**src/rtl/float_to_fix.sv**
```systemverilog
// float_to_fix: reads a float16 word from data memory, converts it to
// two's-complement fix(8.8) and writes the result back to data memory.
// The conversion truncates toward zero and saturates. Its magnitude is
// aligned by a serial shifter that moves one bit per cycle.
module float_to_fix #(
    parameter logic [7:0] SRC_ADDR = 8'd2,
    parameter logic [7:0] DST_ADDR = 8'd4
) (
    input  logic        clk,
    input  logic        reset,
    input  logic        start,
    output logic        done,
    output logic [7:0]  DataAddress,
    output logic        WriteMem,
    output logic [7:0]  DataIn,
    input  logic [7:0]  DataOut,
    output logic [15:0] fix_out
);

    typedef enum logic [3:0] {
        IDLE, RD_LO, RD_HI, DECODE, SHIFT, FIX, WR_LO, WR_HI, DONE
    } state_t;

    state_t      state;
    logic        sign_r;
    logic [4:0]  exp_r;
    logic [9:0]  mant_r;
    logic [15:0] mag;
    logic [3:0]  cnt;
    logic        left_r;
    logic        sat_r;

    logic [3:0]  dec_k;
    logic        dec_left;
    logic        dec_zero;
    logic        dec_sat;
    logic [15:0] fix_val;

    // Saturate to the fix(8.8) limits, or negate the magnitude when the
    // sign bit is set. A negative zero wraps back to 0x0000.
    function automatic logic [15:0] sign_saturate(input logic neg,
                                                  input logic sat,
                                                  input logic [15:0] m);
        if (sat)
            return neg ? 16'h8000 : 16'h7FFF;
        else if (neg)
            return ~m + 16'd1;
        else
            return m;
    endfunction

    // Classify the exponent into its shift direction and distance, a flush to zero, or saturation.
    always_comb begin
        dec_k    = 4'd0;
        dec_left = 1'b0;
        dec_zero = 1'b0;
        dec_sat  = 1'b0;
        if (exp_r <= 5'd6) begin
            dec_zero = 1'b1;
        end else if (exp_r <= 5'd16) begin
            dec_k = 4'(5'd17 - exp_r);
        end else if (exp_r <= 5'd21) begin
            dec_left = 1'b1;
            dec_k    = 4'(exp_r - 5'd17);
        end else begin
            dec_sat = 1'b1;
        end
    end

    // Final signed result, consumed in FIX.
    always_comb begin
        fix_val = sign_saturate(sign_r, sat_r, mag);
    end

    // Conversion sequencer. Every output is registered, so the value an
    // output shows in a state is loaded on the edge that enters that state.
    always_ff @(posedge clk) begin
        if (reset) begin
            state       <= IDLE;
            done        <= 1'b1;
            WriteMem    <= 1'b0;
            DataAddress <= 8'd0;
            DataIn      <= 8'd0;
            fix_out     <= 16'd0;
        end else begin
            case (state)
                IDLE: begin
                    if (start) begin
                        state       <= RD_LO;
                        done        <= 1'b0;
                        DataAddress <= SRC_ADDR;
                    end
                end
                RD_LO: begin
                    mant_r[7:0] <= DataOut;
                    DataAddress <= SRC_ADDR + 8'd1;
                    state       <= RD_HI;
                end
                RD_HI: begin
                    sign_r      <= DataOut[7];
                    exp_r       <= DataOut[6:2];
                    mant_r[9:8] <= DataOut[1:0];
                    state       <= DECODE;
                end
                DECODE: begin
                    mag    <= dec_zero ? 16'd0 : {5'b00000, 1'b1, mant_r};
                    cnt    <= dec_k;
                    left_r <= dec_left;
                    sat_r  <= dec_sat;
                    state  <= (dec_k == 4'd0) ? FIX : SHIFT;
                end
                SHIFT: begin
                    // Bits shifted out on the right are discarded (truncation).
                    mag <= left_r ? (mag << 1) : (mag >> 1);
                    cnt <= cnt - 4'd1;
                    if (cnt == 4'd1)
                        state <= FIX;
                end
                FIX: begin
                    fix_out     <= fix_val;
                    DataIn      <= fix_val[7:0];
                    DataAddress <= DST_ADDR;
                    WriteMem    <= 1'b1;
                    state       <= WR_LO;
                end
                WR_LO: begin
                    DataIn      <= fix_out[15:8];
                    DataAddress <= DST_ADDR + 8'd1;
                    state       <= WR_HI;
                end
                WR_HI: begin
                    WriteMem <= 1'b0;
                    state    <= DONE;
                end
                DONE: begin
                    done  <= 1'b1;
                    state <= IDLE;
                end
                default: state <= IDLE;
            endcase
        end
    end

endmodule

```
**config.mk**
```make
export PLATFORM = sky130hd
export DESIGN_NAME = float_to_fix
export DESIGN_NICKNAME = d
export VERILOG_FILES = /design/src/rtl/float_to_fix.sv
export SDC_FILE = /design/constraint.sdc
export NUM_CORES = 1
export LEC_CHECK = 0
export CORE_MARGIN = 3
export CORE_UTILIZATION = 56
export DETAILED_ROUTE_END_ITERATION = 6
export PLACE_DENSITY = 0.82
export SLEW_MARGIN = 15
export SYNTH_ARGS = -nofsm -noshare
export SYNTH_HDL_FRONTEND = slang
export SYNTH_SLANG_ARGS = --single-unit
```
**constraint.sdc**
```tcl
create_clock -name clk -period 3.6 [get_ports clk]
set_input_delay 0.9 -clock clk [delete_from_list [all_inputs] [get_ports clk]]
set_output_delay 0.9 -clock clk [all_outputs]
set_load 0.01 [all_outputs]
```
======== Word level (Yosys, flattened, before mapping) ========
Index checks and enable logic that the tools add are counted.
word-level totals
  bits in registers ....................... 76
  word-level logic and storage cells ...... 72
  output and inout port bits .............. 34
cells by class
  equality and inequality tests ........... 11
  reduce and logical (&&, ||, !) cells .... 15
  muxes and demuxes ....................... 23
  $lt $le $gt $ge ......................... 3
  bitwise gates (word level) .............. 2
  add/sub/neg operators ................... 4
operator list
  operator                                             count
  2-to-1 mux 16 bit                                    4
  one-hot mux 16 bit (2 select lines)                  1
  one-hot mux 4 bit (8 select lines)                   1
  one-hot mux 8 bit (4 select lines)                   1
  2-to-1 mux 4 bit                                     5
  adder 16 x 1 -> 16 bit, second input constant        1
  == test 4 x 3 -> 1 bit, second input constant        4
  inverter 16 bit                                      1
  one-hot mux 8 bit (2 select lines)                   1
  AND reduction 2 bit                                  7
  2-to-1 mux 11 bit                                    1
  <= comparator 5 bit, second input constant           2
  == test 4 x 1 -> 1 bit, second input constant        2
  == test 4 x 2 -> 1 bit, second input constant        2
  logical NOT 4 bit                                    2
  2-to-1 mux 8 bit                                     1
  one-hot mux 4 bit (2 select lines)                   1
  nonzero test 2 bit                                   4
  subtractor 4 x 1 -> 4 bit, second input constant     2
  <= comparator 5 x 3 -> 1 bit, second input constant  1
  2-to-1 mux 1 bit                                     5
  == test 4 bit, second input constant                 1
  != test 2 bit, second input constant                 2
  one-hot mux 1 bit (2 select lines)                   2
  other kinds (4)                                      4

======== Logic depth before layout (Yosys ltp) ========
  depth after elaboration ................. 7
  mapped depth ............................ 7
  mapped depth without buffers ............ 7

======== Worst setup path before layout ========
No wires, ideal clock.
  path type ............................... input to register
  start ................................... input reset
  end ..................................... register cnt[0] (enable)
  cell stages on the path ................. 3
  library setup time ...................... 0.422 ns
  buffers on the path ..................... 2
  path slack .............................. 0.433 ns
  data arrival time ....................... 2.745 ns
  cell sequence ........................... clkbuf_1 > clkbuf_1 > nor3_1
between the ends
  longest elaborated chain between the ends .. 2
RTL lines
  element                               line  RTL
  from (decl)                           10    input logic reset,
  inverter 1 bit (no source line)       --
  AND reduction 2 bit (no source line)  --
  to (signal assigned)                  107   cnt <= dec_k;
  to (signal assigned)                  115   cnt <= cnt - 4'd1;
  to (decl)                             29    logic [3:0] cnt;
Every way passes these cells.
A chain may end at the register's enable or synchronous reset.

======== Final worst setup path ========
  start ................................... register state[2]
  end ..................................... register cnt[1] (data pin)
between the ends
  longest elaborated chain between the ends .. 2
  elaborated cells between the ends (all ways) .. 3
RTL lines
  element                                                           line  RTL
  from (decl)                                                       24    state_t state;
  from (signal assigned)                                            110   state <= (dec_k == 4'd0) ? FIX : SHIFT;
  == test 4 x 3 -> 1 bit or == test 4 x 2 -> 1 bit (tied branches)  86    case (state)
  one-hot mux 4 bit (2 select lines) (*)                            86
Mark *: on every way between the ends. The rest lies on a longest branch, timed or not.

==> flow_summary.json <==
{
  "syn_avg_cell_area_sq_um": 9.33,
  "path_clk_slew_ps": 70,
  "max_freq_mhz": 435,
  "combPwrFrac": 0.152,
  "synth_top_family_by_area": "compound AO/OA/AOI/OAI gates",
  "grt_pass1_vias": 2767,
  "peakVddDrop_uv": 258,
  "ff2ff_path_depth": 4,
  "finish.utilization": 0.671,
  "grt_first_pass_wirelength_um": 13400,
  "skew_ps": 7.28,
  "cts_resized": 0,
  "sw_frac_of_total": 0.272,
  "cts_tree": "done",
  "fin_cells": 513,
  "synth_edf_count": 38,
  "initial_core_util": 0.586,
  "power.density_nw_per_um2": 411,
  "die_x_um": 88.2,
  "cp_data_arrival_time_ps": 2360,
  "cts_buffers": 9,
  "final_hold_viol_count": 0,
  "setup-violations-final": 0,
  "vias": 3097,
  "synth_seq_cells": 71,
  "slew_headroom": 0.480,
  "final-max-slew-violation-count": 0,
  "synthAdderAreaFrac": 0.0297,
  "synth-simple-area-share": 0.167,
  "grt_max_degree": 25,
  "hold_end": "fix_out[5]",
  "synthCells": 406,
  "netlist_area_sq_um": 3790,
  "r2r-start": "state[2]",
  "drive_gt1_frac": 0.0573,
  "cp-start-kind": "flip-flop",
  "p_int_mw": 1.30,
  "ff2ff_setup_slack_ps": 1300,
  "finalSetupTns_ps": 0,
  "insertion_delay_ps": 340,
  "postCtsSetupRepairBufs": 0,
  "cts.sinks": 71,
  "max_slew.worst_pin.slew_ps": 779,
  "htree_num_levels": 3,
  "place_inst": 497,
  "period_minus_slack_ps": 2300,
  "place_area_sq_um": 4170,
  "fill_cells": 519,
  "fp.dieH_um": 88.2,
  "p_seq_frac": 0.550,
  "synth_compound_area_frac": 0.211,
  "via_per_inst": 6.04,
  "n_antenna_cell": 0,
  "port_buffers": 39,
  "synth_flop_cell": "edfxtp_1",
  "status": "finished, final reports clean",
  "stdcell_area_sq_um": 4330,
  "rows": 29,
  "hold_class": "flip-flop to flip-flop",
  "ant_nets": 0,
  "drv_cap": 0,
  "yosysSeqAreaShare": 0.476,
  "cp.required_ps": 3660,
  "netSwitchingPower_mw": 0.484,
  "rsz0062_at_grt": "false",
  "min_from": "fix_out[5]",
  "antenna_found_initial": 0,
  "drtIter0Drc": 350,
  "design_power_total_mw": 1.78,
  "dp_hpwl_um": 5710,
  "routed_wl_um": 7950,
  "crit_path_max_fanout": 12,
  "grt_use_total": 0.219,
  "critPathKind": "flip-flop to flip-flop",
  "drc_errors": 0,
  "design.core.area_sq_um": 6460,
  "drtPass1Iterations": 5,
  "holdPathStages": 2,
  "power_frac_clock": 0.298,
  "r2r-end": "cnt[1]",
  "synthArstFlopShare": 0,
  "synthToLayoutAreaGrowth_pct": 14.4,
  "grt.overflow.total": 0,
  "cts_hold_buf": 0,
  "yosysWarnings": 0,
  "clk_path_buf_depth": 2,
  "post-route-period-util": 0.639,
  "clockRootBuffer": "clkbuf_8",
  "io_pins": 45,
  "power_leakage_nw": 1.57,
  "synth_cell_types": 62,
  "gp_congestion": 0.918,
  "synth_mux_area_frac": 0.0423,
  "wl_per_cell_um": 15.5,
  "synth_xor_xnor_area_share": 0.0162,
  "dieArea_sq_um": 7780,
  "nets": 451,
  "crit_path_end_kind": "flip-flop"
}
area by class of cell:
class / count / area (sq um) / share of cell area
clock buffer: 14 / 153 / 0.0352
clock inverter: 2 / 8.76 / 0.00202
inverter: 15 / 56.3 / 0.0130
multi-input combinational: 290 / 1790 / 0.413
sequential: 71 / 1800 / 0.416
tap: 77 / 96.3 / 0.0222
timing repair buffer: 44 / 428 / 0.0988
routing by layer:
layer | GRT usage | share of wire | wire, um | vias to the layer above
met3 | 0.0428 | 0.055 | 439 | 12
met2 | 0.337 | 0.47 | 3730 | 119
met4 | 0.0783 | 0.011 | 87 | 0
met5 | 0 | 0 | 0 | -
met1 | 0.312 | 0.47 | 3700 | 1436
li1 | - | - | - | 1530
Yosys cell counts, types with 5 or more instances:
master,instances,share of area
nor2_1,41,0.041
edfxtp_1,38,0.30
nand2_1,37,0.037
a21oi_1,35,0.046
dfxtp_1,33,0.17
o21ai_0,25,0.033
clkbuf_1,18,0.018
mux2i_1,16,0.042
inv_1,14,0.014
nor3_1,12,0.016
nand2b_1,10,0.017
ha_1,9,0.030
o22ai_1,7,0.012
a211oi_1,6,0.012
a31oi_1,6,0.0099
a211o_1,5,0.012
buf_1,5,0.0050
buf_2,5,0.0066
buf_4,5,0.0099
sequential cells by signal, indices dropped and copies added, names as in the netlist:
name and count:
mag 16, fix_out 16, DataIn 8, sat_r 1, cnt 4, DataAddress 3
exp_r 5, WriteMem 1, left_r 1, state 4, done 1, sign_r 1
mant_r 10
layout by cell type (no fill, tap or decap), types with 3 or more instances in the layout:
cell / n
nor3b_1: 3
or4_1: 3
clkdlybuf4s50_1: 39
o221ai_1: 3
nand2_1: 37
clkbuf_8: 10
o21a_1: 3
xnor2_1: 4
ha_1: 9
nand3_1: 3
a22oi_1: 4
conb_1: 5
nor3_1: 11
nor4_1: 4
a22o_1: 4
nor2_1: 41
inv_1: 14
a31oi_1: 6
o22ai_1: 7
mux2i_1: 16
a21oi_1: 35
xor2_1: 3
o31ai_1: 3
clkbuf_1: 4
or3_1: 3
buf_4: 5
o21ai_0: 25
a211oi_1: 6
dfxtp_1: 33
nor2b_1: 3
a211o_1: 5
edfxtp_1: 38
nand2b_1: 10
cells by family after synthesis:
group | Yosys count
other cells | 1
flops | 71
buf+inv | 49
fa+ha+maj | 9
mux | 16
simple gates | 130
compound gates | 123
xor+xnor | 7
per-stage QoR:
| step | hold WS, ps | setup slack (ps) |
|---|---|---|
| finish | 450 | 1300 |
| floorplan | 467 | 433 |
| CTS | 450 | 1310 |
| detailed placement | 440 | 1020 |
| global route | 488 | 1130 |
| global placement | 445 | 1140 |
how the worst max path moves through the flow:
| stage | slack [ps] | end | from |
|---|---|---|---|
| 2_1_floorplan | 430 | cnt[0] | reset |
| 3_3_place_gp | 1140 | DataIn[5] | reset |
| 3_5_place_dp | 1020 | mant_r[8] | reset |
| 4_1_cts | 1310 | cnt[1] | state[2] |
| 5_1_grt | 1130 | cnt[1] | state[2] |
| 6_report | 1300 | cnt[1] | state[2] |
power groups by stage:
stage	Sequential [mW]	Clock, mW	Combinational, mW
2_1_floorplan	0.958	0	0.218
3_3_place_gp	0.993	0	0.262
3_5_place_dp	0.995	0	0.268
4_1_cts	0.977	0.542	0.270
5_1_grt	0.988	0.585	0.305
6_report	0.979	0.531	0.270
critical path, stage by stage, from the launching register on:
cell and delay, ps:
dfxtp_1 560, nor2b_1 560, nand2_1 270, nor2_1 490, a21oi_1 150
No activity file was read; power rests on OpenSTA's default activity.
